<file path="config.mk">
export PLATFORM = sky130hd
export DESIGN_NAME = peripheral_bus
export DESIGN_NICKNAME = d
export VERILOG_FILES = /design/src/rtl/peripheral_bus.sv
export SDC_FILE = /design/constraint.sdc
export NUM_CORES = 1
export LEC_CHECK = 0
export BUFFER_PORTS_ARGS = -buffer_cell sky130_fd_sc_hd__buf_4
export CAP_MARGIN = 15
export CELL_PAD_IN_SITES_DETAIL_PLACEMENT = 0
export CELL_PAD_IN_SITES_GLOBAL_PLACEMENT = 1
export CORE_ASPECT_RATIO = 0.8
export CORE_UTILIZATION = 44
export DETAILED_ROUTE_END_ITERATION = 10
export PLACE_DENSITY_LB_ADDON = 0.3
export SETUP_SLACK_MARGIN = 0.5
export SKIP_CTS_REPAIR_TIMING = 1
export SLEW_MARGIN = 20
export SYNTH_ARGS = -nofsm -noshare
export SYNTH_HDL_FRONTEND = slang
export SYNTH_SLANG_ARGS = --single-unit
</file>
<file path="constraint.sdc">
create_clock -name clk -period 3.9 [get_ports clk]
set_clock_uncertainty 0.2 [all_clocks]
set_input_delay 0.195 -clock clk [delete_from_list [all_inputs] [get_ports clk]]
set_output_delay 0.195 -clock clk [all_outputs]
set_load 0.005 [all_outputs]
</file>
<file path="src/rtl/peripheral_bus.sv">
// peripheral_bus: memory-mapped timer, LED, 7-seg, switch and systick registers
// behind a word-aligned window at BASE_ADDR; combinational reads, clocked writes.
module peripheral_bus #(
    parameter logic [31:0] BASE_ADDR = 32'h4000_0000,
    parameter int          LED_W     = 8,
    parameter int          SW_W      = 8
) (
    input  logic             clk,
    input  logic             reset,
    input  logic [31:0]      addr,
    input  logic [31:0]      wdata,
    input  logic             rd,
    input  logic             wr,
    input  logic [SW_W-1:0]  switch,
    output logic [31:0]      rdata,
    output logic [LED_W-1:0] led,
    output logic [11:0]      digi,
    output logic             irqout
);
    logic [31:0]      th_q, th_d, tl_q, tl_d, systick_q;
    logic [2:0]       tcon_q, tcon_d;
    logic [LED_W-1:0] led_q, led_d;
    logic [11:0]      digi_q, digi_d;
    logic [SW_W-1:0]  sw1_q, sw2_q;
    logic             hit, tl_max, we_th, we_tl, we_tcon, we_led, we_digi;
    logic [2:0]       sel;
    logic             unused_addr;

    assign unused_addr = ^addr[1:0];
    assign hit     = addr[31:5] == BASE_ADDR[31:5];
    assign sel     = addr[4:2];
    assign we_th   = wr && hit && sel == 3'd0;
    assign we_tl   = wr && hit && sel == 3'd1;
    assign we_tcon = wr && hit && sel == 3'd2;
    assign we_led  = wr && hit && sel == 3'd3;
    assign we_digi = wr && hit && sel == 3'd5;
    assign tl_max  = tl_q == 32'hFFFF_FFFF;

    // CPU writes take priority over timer updates; reload always sees the current TH.
    always_comb begin
        th_d   = we_th ? wdata : th_q;
        tl_d   = we_tl ? wdata : !tcon_q[0] ? tl_q : tl_max ? th_q : tl_q + 32'd1;
        tcon_d = we_tcon ? wdata[2:0]
               : {tcon_q[2] | (tcon_q[0] & tcon_q[1] & tl_max), tcon_q[1:0]};
        led_d  = we_led ? wdata[LED_W-1:0] : led_q;
        digi_d = we_digi ? wdata[11:0] : digi_q;
    end

    always_comb begin
        rdata = 32'd0;
        if (rd && hit)
            case (sel)
                3'd0:    rdata = th_q;
                3'd1:    rdata = tl_q;
                3'd2:    rdata = {29'd0, tcon_q};
                3'd3:    rdata = 32'(led_q);
                3'd4:    rdata = 32'(sw2_q);
                3'd5:    rdata = {20'd0, digi_q};
                3'd6:    rdata = systick_q;
                default: rdata = 32'd0;
            endcase
    end

    always_ff @(posedge clk or negedge reset) begin
        if (!reset) begin
            th_q      <= '0;
            tl_q      <= '0;
            tcon_q    <= '0;
            led_q     <= '0;
            digi_q    <= '0;
            sw1_q     <= '0;
            sw2_q     <= '0;
            systick_q <= '0;
        end else begin
            th_q      <= th_d;
            tl_q      <= tl_d;
            tcon_q    <= tcon_d;
            led_q     <= led_d;
            digi_q    <= digi_d;
            sw1_q     <= switch;
            sw2_q     <= sw1_q;
            systick_q <= systick_q + 32'd1;
        end
    end

    assign led    = led_q;
    assign digi   = digi_q;
    assign irqout = tcon_q[2];
endmodule

</file>
; ---- Word-level counts from Yosys, hierarchy flattened
; Cells that the tools add are included.
; Widths: inputs -> output; s select.
[totals]
reg_bits = 135
latch_bits = 0
ram_bits = 0
rom_bits = 0
wordCells = 37
mem_count = 0
[op_classes]
add_sub_neg = 2
n_mul = 0
n_div = 0
order_cmp = 0
eq_ne = 8
shifts = 0
mux = 6
bitwise_logic = 3
n_reduce_logical = 9
[op_table]
columns = cell, count
row1 = $pmux 32 s7, 1
row2 = $mux 32, 4
row3 = $add 32x1->32 const B, 2
row4 = $eq 32x32->1 const B, 1
row5 = $eq 27x26->1 const B, 1
row6 = $eq 3x3->1 const B, 3
row7 = $logic_and 1x1->1, 7
row8 = $eq 3x2->1 const B, 2
row9 = $eq 3x1->1 const B, 1
row10 = $logic_not 3->1, 1
row11 = $mux 3, 1
row12 = $and 1x1->1, 2
row13 = $reduce_bool 2->1, 1
row14 = $or 1x1->1, 1

; ---- Logic depth before layout (Yosys ltp)
; Gate-level depths: netlist (run 1).
[depth]
depth_word = 4
mapped_depth = 9
ltp_nobuf = 7

; ---- Worst setup path after synthesis (run 1)
; OpenSTA, ideal clock, no wires.
[synth_path]
kind = reg-to-reg
startpoint = reg tl_q[0]
endpoint = reg tl_q[15]
setup_ns = 0.131
arrival_ns = 2.504
slack_ns = 1.065
path_stages_with_launch = 9
period_less_slack_ns = 2.835
cell_sequence = dfrtp_1 ha_1 nand4_1 or4_4 or4_1 buf_4 mux2_1 mux2i_1 o21ai_1
[synth_via]
elab_chain_len = 4
elab_cells_between_ends = 5
[synth_rtl]
columns = element, line_no
row1 = "start, declared", 20  ; logic [31:0] th_q, th_d, tl_q, tl_d, systick_q;
row2 = "start signal, assigned", 76  ; tl_q <= tl_d;
row3 = $add 32x1->32 or $eq 32x32->1 (tied branches), "42, 37"
row4 = $mux 32 (*) (3 in a row), 42  ; tl_d = we_tl ? wdata : !tcon_q[0] ? tl_q : tl_max ? th_q : tl_q + 32'd1;
; Mark *: on every way between the ends. The rest lies on a longest branch, timed or not. The select of a mux whose other input is x is not followed.
; A chain may end at the register's enable or synchronous reset.

; ---- Worst setup path in the final report (run 1)
[layout_path]
startpoint = reg tl_q[1]
endpoint = reg tl_q[15]
; Same word-level chain as after synthesis.

==> run_results.csv, run 1 <==
group,metric,value,unit
outcome,status,"finished, final reports clean",
pwr,p_int,2.501,mW
logic_synthesis,synth_edf_count,0,
placed_design,gp_congestion,0.8524,
sta,hold_violations,0,
logic_synthesis,ys_types,55,
sta,period_needed,3.209,ns
floorplanning,core,16500,um^2
global_routing,overflow,0,
sta,period_share,82.29,%
pwr,powerDensity,348.5,nW/um^2
finish,drive_gt1_share,29.45,%
pwr,share_comb_of_total_power,6.7,%
sta,fmax,0.3116,GHz
pwr,ir_worst_vdd,0.3318,mV
setup_path,path_class,"reg2reg",
global_routing,grt_pass1_vias,6149,
logic_synthesis,synth-seq-area-share,45.56,%
setup_path,crit_path_end_kind,"register",
logic_synthesis,synth_top_flop_cell,"dfrtp_1",
drt,wl_per_cell,19.34,um
finish,antenna_cells,0,
drt,vias,6475,
logic_synthesis,ys_ff_latch,135,
drt,routed_wl,21.52,mm
logic_synthesis,mappedNetlistNets,805,
min_path,hold_class,"in2reg",
sta,slew_violations,0,
cts,cts_sinks,135,
setup_path,crit_fanout,10,
drt,first_iter_violations,550,
finish,seq_area,3378,um^2
cts,cts_buffer_depth,2,
floorplanning,die_height,118.1,um
setup_path,required,3.99,ns
pwr,p_seq_share,42.2,%
pwr,clock_power_share,51.2,%
run,drv_cap,0,
logic_synthesis,synth.avg_cell_area,10.20,um^2
floorplanning,initial_core_util,44.93,%
finish,area_growth_syn_to_layout,29.46,%
setup_path,worst_setup_path_start_kind,"register",
global_routing,antenna_found_initial,0,
pwr,power.total,3.345,mW
logic_synthesis,async_reset_ff_share,100.0,%
pwr,swShare,25.23,%
setup_path,arrival,3.30,ns
sta,slew_headroom,43.06,%
logic_synthesis,synthesis.instances,727,
floorplanning,die_w,147.1,um
sta,tightest_slew,0.8476,ns
sta,setup_viol,0,
finish,multiInputGateArea,3832,um^2
drt,firstDrtPassIters,5,
placed_design,port_buffers,126,
finish,final_util,58.17,%
sta,finalSetupTns,0,ns
placed_design,dp_hpwl,14.96,mm
drt,vias_per_cell,5.818,
global_routing,grt_use_total,25.89,%
cts,clock_latency,0.43,ns
finish,nets,958,
cts,cts_root_buf,"clkbuf_16",
cts,h-tree-depth,4,
drt,drc_errors,0,
logic_synthesis,synth.cell_area,7415,um^2
finish,nFillCells,1461,
floorplanning,die_area,17380,um^2
cts,cts_tree,"built",
cts,cts_made_buffers,17,
floorplanning,row_count,42,
logic_synthesis,ys.warnings.count,0,
pwr,p_sw,843.9,uW
cts,clkSlewWorstSetupHoldPaths,0.07,ns
pwr,p_leak,4.320,nW
floorplanning,io_pins,129,
global_routing,grt_start_max_net_pins,87,
sta,rsz0062_at_grt,"no",
global_routing,grt_pass1_wl,34.49,mm
drt,ant_nets,0,
cells in the mapped netlist, drive strengths merged (6+ instances only):
master | count | share of area [%]
nand4 | 20 | 1.9
clkbuf | 33 | 1.7
dfrtp | 135 | 46
inv | 8 | 0.41
a221oi | 6 | 0.71
xor2 | 11 | 1.3
a21o | 6 | 0.61
nor3 | 12 | 0.81
mux2 | 86 | 13
a22oi | 21 | 2.1
mux2i | 22 | 3.0
nor4 | 13 | 1.1
buf | 13 | 0.83
xnor2 | 34 | 4.0
nand3 | 39 | 2.6
a211oi | 11 | 1.1
nand2 | 52 | 2.6
o21ai | 24 | 1.6
a31oi | 15 | 1.3
and3 | 15 | 1.3
o31ai | 6 | 0.61
and4 | 13 | 1.5
a21oi | 19 | 1.3
nor2b | 6 | 0.51
nor2 | 65 | 3.3
path summary, 6_finish.rpt:
| path | from | to | slack (ns) | depth (start not counted) |
|---|---|---|---|---|
| max reg2reg | tl_q[1] | tl_q[15] | 0.69 | 7 |
| max | tl_q[1] | tl_q[15] | 0.69 | 7 |
| min | wr | tcon_q[2] | 0.05 | 4 |
| max in group asynchronous | reset | systick_q[16] | 2.40 | 3 |
| min reg2reg | sw1_q[1] | sw2_q[1] | 0.15 | 0 |
| min in group asynchronous | reset | tl_q[24] | 0.19 | 2 |
sequential cells by signal, summed over array words and instances (netlist names):
signal and cells:
digi 12, sw2_q 8, tcon_q 3, systick_q 32, tl_q 32, th_q 32, sw1_q 8, led 8
worst max-delay path, stage by stage, from the launching register on:
cell     delay, ns
dfrtp_1       0.48
ha_1          0.28
nand4_1       0.25
or4_4         0.58
or4_4         0.68
mux2_1        0.36
mux2i_1       0.17
o21ai_1       0.08
cell families (layout without fill, tap and decap cells):
family | after synthesis | in the layout | share of synthesized area [%]
and+or+nand+nor | 252 | 252 | 17.36
DFF | 135 | 135 | 45.56
AOI/OAI and AO/OA | 128 | 128 | 11.63
muxes | 110 | 110 | 16.84
buffers and inverters | 55 | 221 | 2.953
xor gates and xnor gates | 45 | 45 | 5.316
adders and majority gates | 2 | 2 | 0.3374
area by class of cell:
type	instances	share of cell area (%)
Clock buffer	17	4.432
Clock inverter	15	2.046
Inverter	9	0.3519
Multi-Input combinational cell	537	39.92
Sequential cell	135	35.19
Tap cell	220	2.868
Timing Repair Buffer	180	15.19
power by group through the flow:
stage,registers [mW],logic [mW],clock network (mW)
after floorplan,1.44,0.0677,0
after global placement,1.44,0.188,0
after detailed placement,1.44,0.190,0
after CTS,1.41,0.191,1.73
after global routing,1.41,0.241,1.79
final,1.41,0.223,1.71
through the flow:
| stage | hold WS [ns] | setup WS [ns] | instances | instance area [um^2] |
|---|---|---|---|---|
| finish | 0.05470 | 0.6906 | 1113 | 9599 |
| global route | 0.06801 | 0.5719 | 1113 | 9599 |
| CTS | -0.3469 | 0.4811 | 1072 | 9185 |
| detailed placement | 0.1054 | 0.4835 | 1040 | 8563 |
| global placement | 0.1049 | 0.6132 | 1040 | 8563 |
| floorplan | -0.3006 | 1.065 | 727 | 7415 |
metal layers:
layer  track usage [%]  part of all wire (%)  vias to the layer above
li1                  -                     -                     2993
met1             38.58                    48                     3256
met2             38.35                    45                      209
met3             5.194                   6.0                       17
met4             6.443                   1.0                        0
met5                 0                     0                        -
cell usage in the layout, fill, tap and decap left out, types with 5 or more instances in the layout:
cell             n
a211oi_1        11
o21ai_0         12
mux2i_1         22
xnor2_1         34
and3_1          15
nor2_1          65
o21ai_1         12
nand2_1         52
dlygate4sd3_1   41
mux2_2          73
mux2_1           9
a221oi_1         6
a21o_1           6
xor2_1          11
and4_1          13
a21oi_1         19
inv_1            8
a31oi_1         15
nand4_1         18
o31ai_1          6
a22oi_1         21
inv_6            5
nor2b_1          6
dfrtp_1        135
nand3_1         39
clkbuf_16       17
inv_8            6
nor4_1          13
buf_4          138
nor3_1          11
Power figures use the tool's default switching activity.
==> run 2: changes to the inputs <==
==> constraint.sdc (replaced) <==
create_clock -name clk -period 3.15 [get_ports clk]
set_clock_uncertainty 0.2 [all_clocks]
set_input_delay 0.1575 -clock clk [delete_from_list [all_inputs] [get_ports clk]]
set_output_delay 0.1575 -clock clk [all_outputs]
set_load 0.005 [all_outputs]
==> run_results.csv, run 2 (synthesis results as in run 1) <==
group,metric,value,unit
setup_path,crit_fanout,6,
sta,setup_viol,0,
drt,vias,6584,
drt,routed_wl,21.74,mm
setup_path,crit_path_end_kind,"register",
setup_path,rr_worst_depth,6,
cts,clkSlewWorstSetupHoldPaths,0.06,ns
sta,fmax,0.3640,GHz
global_routing,grt_start_max_net_pins,71,
finish,layout_commonest_cell,"buf_4",
global_routing,antenna_found_initial,0,
finish,finalNonFillerCells,1132,
floorplanning,io_pins,129,
outcome,status,"finished, final reports clean",
setup_path,r2r_slack,0.40,ns
sta,finalSetupTns,0,ns
finish,final_util,59.29,%
sta,rsz0062_at_grt,"yes",
pwr,p_leak,4.409,nW
cts,clock_latency,0.43,ns
drt,firstDrtPassIters,5,
drt,first_iter_violations,556,
cts,cts_buffer_depth,2,
min_path,whs_path_depth,4,
floorplanning,initial_core_util,44.93,%
sta,period_needed,2.747,ns
sta,hold_violations,0,
floorplanning,die_height,118.1,um
cts,cts_tree,"built",
drt,ant_nets,0,
finish,largestRegisters,"systick_q (32), th_q (32), tl_q (32)",
sta,holdWs,0.04922,ns
drt,vias_per_cell,5.816,
setup_path,worstReg2RegEnd,"tl_q[12]",
finish,design_area,9783,um^2
sta,period_share,87.22,%
global_routing,grt_use_total,25.42,%
setup_path,arrival,2.89,ns
global_routing,grt_pass1_wl,34.02,mm
placed_design,dpl_cell_area,8638,um^2
cts,cts_made_buffers,17,
pwr,power.total,4.060,mW
finish,mostFrequentLayoutCells,"154 x buf_4, 127 x dfrtp_1, 73 x mux2_2",
finish,nets,977,
floorplanning,core,16500,um^2
pwr,powerDensity,415.0,nW/um^2
global_routing,overflow,0,
placed_design,port_buffers,126,
run,drv_cap,0,
cts,cts_root_buf,"clkbuf_16",
floorplanning,row_count,42,
placed_design,place_ws,0.2557,ns
finish,area_growth_syn_to_layout,31.94,%
min_path,worstHoldStart,"wr",
floorplanning,die_w,147.1,um
setup_path,required,3.29,ns
setup_path,critical_path.reg2reg.startpoint,"tl_q[10]",
placed_design,gp_congestion,0.8398,
sta,slew_headroom,50.09,%
placed_design,dp_hpwl,15.21,mm
pwr,ir_worst_vdd,0.3573,mV
global_routing,grt_pass1_vias,6101,
cts,cts_sinks,135,
setup_path,worst_setup_path_start_kind,"register",
sta,slew_violations,0,
sta,layout_setup_ws,0.4026,ns
drt,drc_errors,0,
min_path,hold_class,"in2reg",
floorplanning,die_area,17380,um^2
placed_design,place_inst,1047,
drt,wl_per_cell,19.20,um
finish,antenna_cells,0,
min_path,hold_end,"tcon_q[2]",
setup_path,path_class,"reg2reg",
cts,h-tree-depth,4,
finish,drive_gt1_share,32.13,%
sta,tightest_slew,0.7429,ns
[run 2: worst max path at each step]
stage / from / cells past startpoint / slack (ns) / to
finish: tl_q[10] / 6 / 0.40 / tl_q[12]
global route: tl_q[0] / 7 / 0.32 / tl_q[5]
CTS: tl_q[1] / 7 / 0.25 / tl_q[3]
detailed placement: tl_q[1] / 7 / 0.26 / tl_q[3]
global placement: tl_q[1] / 7 / 0.32 / tl_q[15]
floorplan: tl_q[0] / 8 / 0.44 / tl_q[15]
[run 2: area by class of cell]
| cell class | count | area, um^2 |
|---|---|---|
| Fill cell | 1407 | 6718 |
| Multi-Input combinational cell | 538 | 3864 |
| Sequential cell | 135 | 3388 |
| Timing Repair Buffer | 198 | 1618 |
| Clock buffer | 17 | 425.4 |
| Tap cell | 220 | 275.3 |
| Clock inverter | 15 | 178.9 |
| Inverter | 9 | 33.78 |
[run 2: report_power, final]
part	switching, mW	total, mW	internal (mW)
Sequential	0.00286	1.75	1.74
Clock	0.902	2.04	1.14
Combinational	0.139	0.276	0.137
Total	1.04	4.06	3.02
[run 2: worst max-delay path, cell delays in order, from the launching register on]
cell and delay, ns:
dfrtp_2 0.44, nand4_2 0.17, or4_4 0.60, or4_2 0.81, o211ai_1 0.22, o21ai_1 0.10, o21ai_1 0.13
[run 2: layer usage]
| layer | track usage, % | wire (um) | vias to the layer above |
|---|---|---|---|
| met5 | 0 | 0 | - |
| met1 | 38.35 | 10440 | 3273 |
| li1 | - | - | 3038 |
| met2 | 36.67 | 9687 | 246 |
| met3 | 5.698 | 1368 | 27 |
| met4 | 6.186 | 248 | 0 |
